## config.mk

```make
export PLATFORM = sky130hd
export DESIGN_NAME = acc_cpu_ctrl
export DESIGN_NICKNAME = d
export VERILOG_FILES = /design/src/rtl/acc_cpu_ctrl.sv
export SDC_FILE = /design/constraint.sdc
export NUM_CORES = 1
export LEC_CHECK = 0
export BUFFER_PORTS_ARGS = -buffer_cell sky130_fd_sc_hd__buf_2
export CELL_PAD_IN_SITES_DETAIL_PLACEMENT = 0
export CELL_PAD_IN_SITES_GLOBAL_PLACEMENT = 1
export CORE_MARGIN = 4
export CORE_UTILIZATION = 45
export DETAILED_ROUTE_END_ITERATION = 7
export GPL_ROUTABILITY_DRIVEN = 0
export PLACE_DENSITY_LB_ADDON = 0.1
export SLEW_MARGIN = 40
export SYNTH_ARGS = -nofsm -noshare
export SYNTH_HDL_FRONTEND = slang
export SYNTH_SLANG_ARGS = --single-unit
```

## constraint.sdc

```tcl
create_clock -name clk -period 8.7 [get_ports clk]
set_clock_uncertainty 0.05 [all_clocks]
set_input_delay 1.74 -clock clk [delete_from_list [all_inputs] [get_ports clk]]
set_output_delay 1.74 -clock clk [all_outputs]
set_load 0.005 [all_outputs]
```

## src/rtl/acc_cpu_ctrl.sv

```systemverilog
// Fetch/decode/execute controller for the 16-bit accumulator CPU.
// Owns PC, IR and AC; every memory address and strobe comes straight from a register.
module acc_cpu_ctrl #(
  parameter int ADDR_W = 13,
  parameter int DATA_W = 16,
  parameter logic [ADDR_W-1:0] RESET_PC = '0
) (
  input  logic              clk,
  input  logic              rst,
  input  logic              start,
  output logic [ADDR_W-1:0] im_abus,
  input  logic [DATA_W-1:0] im_dbus,
  output logic              dm_rd,
  output logic              dm_wr,
  output logic [ADDR_W-1:0] dm_abus,
  output logic [DATA_W-1:0] dm_wdata,
  input  logic [DATA_W-1:0] dm_rdata,
  output logic [ADDR_W-1:0] pc,
  output logic [DATA_W-1:0] ac,
  output logic              halted
);

  typedef enum logic [1:0] {
    S_FETCH  = 2'd0,
    S_DECODE = 2'd1,
    S_EXEC   = 2'd2,
    S_HALT   = 2'd3
  } state_t;

  typedef enum logic [2:0] {
    OP_LDA = 3'b000,
    OP_STA = 3'b001,
    OP_ADD = 3'b010,
    OP_SUB = 3'b011,
    OP_JMP = 3'b100,
    OP_JEZ = 3'b101,
    OP_LDI = 3'b110,
    OP_HLT = 3'b111
  } opcode_t;

  state_t            state;
  state_t            state_next;
  logic [DATA_W-1:0] ir;
  opcode_t           opcode;
  logic [ADDR_W-1:0] operand;

  assign opcode  = opcode_t'(ir[DATA_W-1 -: 3]);
  assign operand = ir[ADDR_W-1:0];
  assign im_abus = pc;
  assign halted  = (state == S_HALT);

  always_ff @(posedge clk or posedge rst) begin
    if (rst) state <= S_FETCH;
    else     state <= state_next;
  end

  always_comb begin
    state_next = state;
    case (state)
      S_FETCH:  state_next = S_DECODE;
      S_DECODE: state_next = (opcode == OP_HLT) ? S_HALT : S_EXEC;
      S_EXEC:   state_next = S_FETCH;
      S_HALT:   if (start) state_next = S_FETCH;
      default:  state_next = S_FETCH;
    endcase
  end

  // Strobes are set in DECODE and cleared in EXEC, so each is high for exactly the EXEC cycle
  // while dm_abus/dm_wdata (only loaded in DECODE) stay put underneath them.
  always_ff @(posedge clk or posedge rst) begin
    if (rst) begin
      pc       <= RESET_PC;
      ir       <= '0;
      ac       <= '0;
      dm_rd    <= 1'b0;
      dm_wr    <= 1'b0;
      dm_abus  <= '0;
      dm_wdata <= '0;
    end else begin
      case (state)
        S_FETCH: begin
          ir <= im_dbus;
          pc <= pc + ADDR_W'(1);
        end
        S_DECODE: begin
          dm_abus <= operand;
          dm_rd   <= (opcode == OP_LDA) || (opcode == OP_ADD) || (opcode == OP_SUB);
          if (opcode == OP_STA) begin
            dm_wr    <= 1'b1;
            dm_wdata <= ac;
          end
        end
        S_EXEC: begin
          dm_rd <= 1'b0;
          dm_wr <= 1'b0;
          case (opcode)
            OP_LDA:  ac <= dm_rdata;
            OP_ADD:  ac <= ac + dm_rdata;
            OP_SUB:  ac <= ac - dm_rdata;
            OP_JMP:  pc <= operand;
            OP_JEZ:  if (ac == '0) pc <= operand;
            OP_LDI:  ac <= DATA_W'(operand);
            default: ;
          endcase
        end
        default: ;
      endcase
    end
  end

endmodule

```

==> results.md, run 1 <==
- Outcome: completed
- # hold bufs at CTS: 0
- CTS Buffer Depth: 2
- Synthesized net count: 556
- Fill count: 998
- Worst setup SP type: input port
- FP Rows: 37
- Tightest hold margin: 0.456 ns
- Required @ worst endpoint: 8.94 ns
- Post-synth ARST share: 1.00
- Post-DP HPWL: 9680 um
- Maximum vdd drop: 175 uV
- Syn avg cell area: 9.74 um^2
- Tcrit/Tclk final: 0.493
- Clock Tree Root: clkbuf_8
- Drt via density: 5.74
- Critical path fanouts, max: 5
- Yosys warnings: 0
- Largest net degree at the start of global routing: 79
- Starting DRT DRC Count: 212
- Placed instance count: 716
- Ports: 109
- Number of clock sinks: 78
- Switch share: 0.447
- GR Overflow Total: 0
- Initial core utilization: 0.467
- Power share of the clock group: 0.123
- P&R area growth vs syn: 16.0%
- Remaining DRCs: 0
- WS Path Type: input port to flip-flop
- Post-CTS Resized: 0
- NetSw: 1050 uW
- CP cell instances: buf_2 > nor4_1 > nand4b_1 > o41ai_1 > xor2_1 > ha_1 > inv_1 > o21bai_1 > a221o_1 > a41o_1 > xnor2_1 > o211ai_1
- Tightest Hold Check Type: flip-flop to flip-flop
- 1st-pass router iterations: 4
- Die width: 112 um
- TritonCTS clock tree: done
- Relative slew slack: 0.568
- Max-capacitance violation count: 0
- Multi-input gate area: 2650 um^2
- Pins Over Slew Limit: 0
- Final setup TNS: 0 ns
- Number of diodes: 0
- Final worst slack: 4.41 ns
- Mapped Cells: 499
- Placeable Area: 10400 um^2
- Worst skew pair latency: 0.38 ns
- Area contributors post-synth: dfrtp_1, mux2_2, ha_1
- Vias: 4204
- Die height: 112 um
- Cell variety after synth: 65
- Fraction of power consumed by sequential logic: 0.328
- Die ar.: 12500 um^2
- CTS Buf Count: 9
- Routed wire per std cell: 18.4 um
- Combinational power share: 0.549
- Layout Nets: 648
- Initial antenna violation count: 0
- WL final: 13500 um
- Final setup violating endpoints: 0
- Post-synth top area share: 0.402
- Pint: 1300 uW
- Arrival @ worst endpoint: 4.53 ns
- Sequential cell area: 1950 um^2
- Clock-pin slew on the worst setup and hold paths: 0.08 ns
- Fin crit period: 4.29 ns
- Cell with the most instances after synthesis: dfrtp_1
- Biggest area consumer among synthesized cells: dfrtp_1
- Power per cell area: 417 nW/um^2
- F_max: 233 MHz
- Critical Path Slowest Stage Cell: o41ai_1
- Tot GR Track Use: 0.221
- Final cell count without fillers: 732
- Leak pwr: 0.00257 uW
- Post-DRT Antenna Nets: 0
- Largest stage delay on the critical path: 0.44 ns
- Post-Syn Area: 4860 um^2
- Number of flops mapped to enable cells by yosys: 0
- Sequential fraction of the synthesis area: 0.402
- Worst Tran Pin Value: 0.648 ns
- Unrepaired setup endpoints after global routing: no
- Dpl ws: 4.09 ns
- Post-CTS Setup Bufs: 0
- Count of final hold-check violations: 0
- First-pass GRT wire length: 22100 um
- Vias in the first global route: 4218
- PortBufs: 108
- Share of post-route cells with drive strength above 1: 0.314
- H-Tree Depth: 3
- Worst Setup End Kind: flip-flop
- Register bit total from synthesis: 78
- Post-synth top cells: dfrtp_1, mux2_2, nand2_1
- Top FF cell, synth: dfrtp_1
==> flip-flops by register name, indices dropped and copies added (netlist names) <==
| signal | cells |
|---|---|
| im_abus | 13 |
| dm_wr | 1 |
| state | 2 |
| ac | 16 |
| dm_wdata | 16 |
| dm_abus | 13 |
| dm_rd | 1 |
| ir | 16 |
==> area by class of cell <==
class                           instances  area share
Multi-Input combinational cell        367       0.469
Sequential cell                        78       0.346
Timing Repair Buffer                  114       0.105
Tap cell                              136      0.0302
Clock buffer                           11      0.0251
Inverter                               21      0.0142
Clock inverter                          5      0.0102
==> power by group through the flow <==
stage	clock (uW)	sequential (uW)	combinational, uW
finish	288	771	1290
global route	312	806	1440
CTS	295	770	1300
detailed placement	0	776	1290
global placement	0	771	1280
floorplan	0	704	967
==> final timing paths <==
path,startpoint,to,slack [ns],cells after the start
min in group asynchronous,rst,dm_abus[10],1.47,3
worst min-delay path,dm_abus[9],dm_abus[9],0.46,1
max in group asynchronous,rst,dm_wdata[0],6.65,3
worst max register to register,ir[15],ac[15],5.10,11
worst min register to register,dm_abus[9],dm_abus[9],0.46,1
worst max-delay path,dm_rdata[5],ac[15],4.41,12
==> worst max-delay path: cells and delay by family <==
| kind | cells | cell delay, ns |
|---|---|---|
| fa+ha+maj | 1 | 0.30 |
| compound gates | 5 | 1.28 |
| simple gates | 2 | 0.60 |
| xor+xnor | 2 | 0.34 |
| buf+inv | 2 | 0.26 |
==> metrics by stage <==
step                area (um^2)  utilization  power, uW
finish                     5640        0.541       2350
global route               5640        0.541       2560
CTS                        5630        0.541       2360
detailed placement         5430        0.521       2060
global placement           5430        0.521       2050
floorplan                  4860            -       1670
==> metal layers <==
| metal | track usage | share of wire | wire length [um] | vias up |
|---|---|---|---|---|
| met5 | 0 | 0 | 0 | - |
| met4 | 0.0989 | 0.027 | 370 | 0 |
| met3 | 0.0451 | 0.063 | 845 | 22 |
| met2 | 0.336 | 0.45 | 6140 | 146 |
| met1 | 0.304 | 0.46 | 6140 | 2032 |
| li1 | - | - | - | 2004 |
==> cells in the final DEF, fill, tap and decap left out, types with 15 or more instances in the layout <==
master   netlist  routed
buf_2          7     108
o21ai_1       15      15
a21oi_1       30      30
inv_1         21      20
o21ai_0       25      25
nor2_1        32      32
ha_1          21      20
nand2_1       41      41
mux2_2        43      43
dfrtp_1       78      78
==> cells by family after synthesis <==
| kind of cell | count (synthesis) | share of synthesized area |
|---|---|---|
| AOI/OAI and AO/OA | 141 | 0.195 |
| and+or+nand+nor | 131 | 0.134 |
| DFF | 78 | 0.402 |
| buffers and inverters | 54 | 0.0551 |
| muxes | 51 | 0.116 |
| xor gates and xnor gates | 22 | 0.0397 |
| adders and majority gates | 22 | 0.0582 |
Power figures use the tool's default switching activity.
==> run 2: changes to the inputs <==
--- a/config.mk
+++ b/config.mk
@@ -9,7 +9,7 @@
 export CELL_PAD_IN_SITES_DETAIL_PLACEMENT = 0
 export CELL_PAD_IN_SITES_GLOBAL_PLACEMENT = 1
 export CORE_MARGIN = 4
-export CORE_UTILIZATION = 45
+export CORE_UTILIZATION = 42
 export DETAILED_ROUTE_END_ITERATION = 7
 export GPL_ROUTABILITY_DRIVEN = 0
 export PLACE_DENSITY_LB_ADDON = 0.1
==> constraint.sdc (replaced) <==
create_clock -name clk -period 4.2 [get_ports clk]
set_clock_uncertainty 0.05 [all_clocks]
set_input_delay 0.84 -clock clk [delete_from_list [all_inputs] [get_ports clk]]
set_output_delay 0.84 -clock clk [all_outputs]
set_load 0.005 [all_outputs]
==> run 2 against run 1 <==
Power increased by 120%; setup slack worse by 3.6 ns; combinational power increased by 110%; clock power grew to 3.2 times the previous value; design area grew 3.1%; die area increased by 6.6%; flip-flop and latch count unchanged; via count rose by 0.12%; global-route usage is 0.093 points lower; final cell count increased by 1.5%; sequential share of layout area shrank 1.1 points; first-iteration DRC count fell by 9.0%; critical endpoint is now ac[10]; highest routed layer unchanged.
==> results.md, run 2 (synthesis results as in run 1) <==
- CTS Buf Count: 9
- Fin crit period: 3.40 ns
- Critical path fanouts, max: 12
- Power per cell area: 898 nW/um^2
- Initial antenna violation count: 0
- CP cell instances: inv_1 > nor3_1 > buf_4 > nor2_1 > xnor2_1 > ha_1 > nor2b_1 > o211a_1 > o21a_2 > o32ai_1 > xor2_1 > o221ai_1
- Starting DRT DRC Count: 193
- FP Rows: 39
- Most common cell after layout, fill and taps aside: buf_2
- Worst r2r path cells: 12
- Hold EP: dm_wdata[4]
- Clock-pin slew on the worst setup and hold paths: 0.06 ns
- Pins Over Slew Limit: 0
- Worst Hold Path Cells: 1
- PortBufs: 108
- Required @ worst endpoint: 4.35 ns
- Die width: 116 um
- Worst setup SP type: flip-flop
- Placeable Area: 11400 um^2
- Routed wire per std cell: 18.5 um
- Clock Tree Root: clkbuf_16
- Number of clock sinks: 78
- Vias: 4209
- P&R area growth vs syn: 19.6%
- Critical R2R Launch: ir[14]
- Worst Setup End Kind: flip-flop
- GR Overflow Total: 0
- First-pass GRT wire length: 22700 um
- Number of diodes: 0
- Commonest cells after routing, fill and taps aside: buf_2, dfrtp_1, mux2_2
- Post-DP HPWL: 10200 um
- Fill count: 1079
- Final Core Density: 0.511
- Outcome: completed
- H-Tree Depth: 3
- Initial core utilization: 0.427
- Remaining DRCs: 0
- Leak pwr: 0.00265 uW
- WS Path Type: flip-flop to flip-flop
- 1st-pass router iterations: 4
- Critical Path Slowest Stage Cell: dfrtp_1
- Final setup violating endpoints: 0
- Maximum vdd drop: 358 uV
- Arrival @ worst endpoint: 3.54 ns
- Drt via density: 5.66
- # hold bufs at CTS: 0
- F_max: 294 MHz
- Regs by FF count: ac (16), dm_wdata (16), ir (16)
- Worst r2r dst: ac[10]
- Layout Nets: 652
- Final setup TNS: 0 ns
- Post-CTS Setup Bufs: 0
- Min-Delay Startpoint: dm_wdata[4]
- Post-DRT Antenna Nets: 0
- Largest net degree at the start of global routing: 44
- Tot GR Track Use: 0.220
- WL final: 13800 um
- Tightest Hold Check Type: flip-flop to flip-flop
- Flop-to-flop setup slack: 0.80 ns
- Max-capacitance violation count: 0
- Tcrit/Tclk final: 0.809
- Worst skew pair latency: 0.34 ns
- TritonCTS clock tree: done
- Die height: 116 um
- Die ar.: 13400 um^2
- CTS Buffer Depth: 2
- Largest stage delay on the critical path: 0.59 ns
- Relative slew slack: 0.485
- Worst Tran Pin Value: 0.768 ns
- Tightest hold margin: 0.450 ns
- Unrepaired setup endpoints after global routing: no
- Post-CTS Resized: 0
- Count of final hold-check violations: 0
- Share of post-route cells with drive strength above 1: 0.315
- Vias in the first global route: 4197
- Ports: 109
run 2: changes by cell type in the layout (fill, tap and decap cells not counted), sizes merged:
cell,previous run,this run
buf,113,118
clkinv,4,0
bufinv,1,3
clkbuf,12,10
inv,21,23
clkinvlp,0,1
run 2: final cells by class:
| cell class | count | area [um^2] | share of cell area |
|---|---|---|---|
| Clock buffer | 10 | 229 | 0.0394 |
| Inverter | 21 | 81.3 | 0.0140 |
| Multi-Input combinational cell | 367 | 2640 | 0.454 |
| Timing Repair Buffer | 118 | 616 | 0.106 |
| Tap cell | 143 | 179 | 0.0308 |
| Sequential cell | 78 | 1950 | 0.336 |
| Clock inverter | 6 | 118 | 0.0202 |
run 2: worst max path at each step:
stage,startpoint,end,slack (ns)
global placement,dm_rdata[3],ac[15],0.57
detailed placement,dm_rdata[4],ac[15],0.51
finish,ir[14],ac[10],0.80
floorplan,dm_rdata[4],ac[15],0.90
global route,dm_rdata[4],ac[15],0.63
CTS,dm_rdata[4],ac[15],0.85
run 2: stage by stage:
stage | power [uW] | cell area [um^2] | worst slack [ns] | cells
2_1_floorplan | 3460 | 4860 | 0.898 | 499
5_1_grt | 5690 | 5810 | 0.631 | 743
3_3_place_gp | 4280 | 5470 | 0.575 | 727
3_5_place_dp | 4310 | 5470 | 0.514 | 727
6_report | 5220 | 5810 | 0.804 | 743
4_1_cts | 5260 | 5810 | 0.853 | 743
run 2: where the power goes:
group	switching (uW)	total, uW	internal (uW)
Clock	332	919	587
Sequential	457	1590	1130
Combinational	1430	2720	1290
Total	2220	5220	3010
run 2: worst max-delay path, delay by kind of cell, from the launching register on:
family,cells,cell delay [ns]
compound gates,4,0.99
xor+xnor,2,0.37
fa+ha+maj,1,0.32
buf+inv,2,0.45
flops,1,0.59
simple gates,3,0.48
run 2: routing by layer:
metal  part of all wire  wire length, um  GRT usage  up-vias
li1                   -                -          -     2010
met4              0.016              216     0.0775        0
met1               0.44             6030      0.299     2047
met5                  0                0          0        -
met2               0.49             6680      0.353      136
met3              0.060              827     0.0402       16
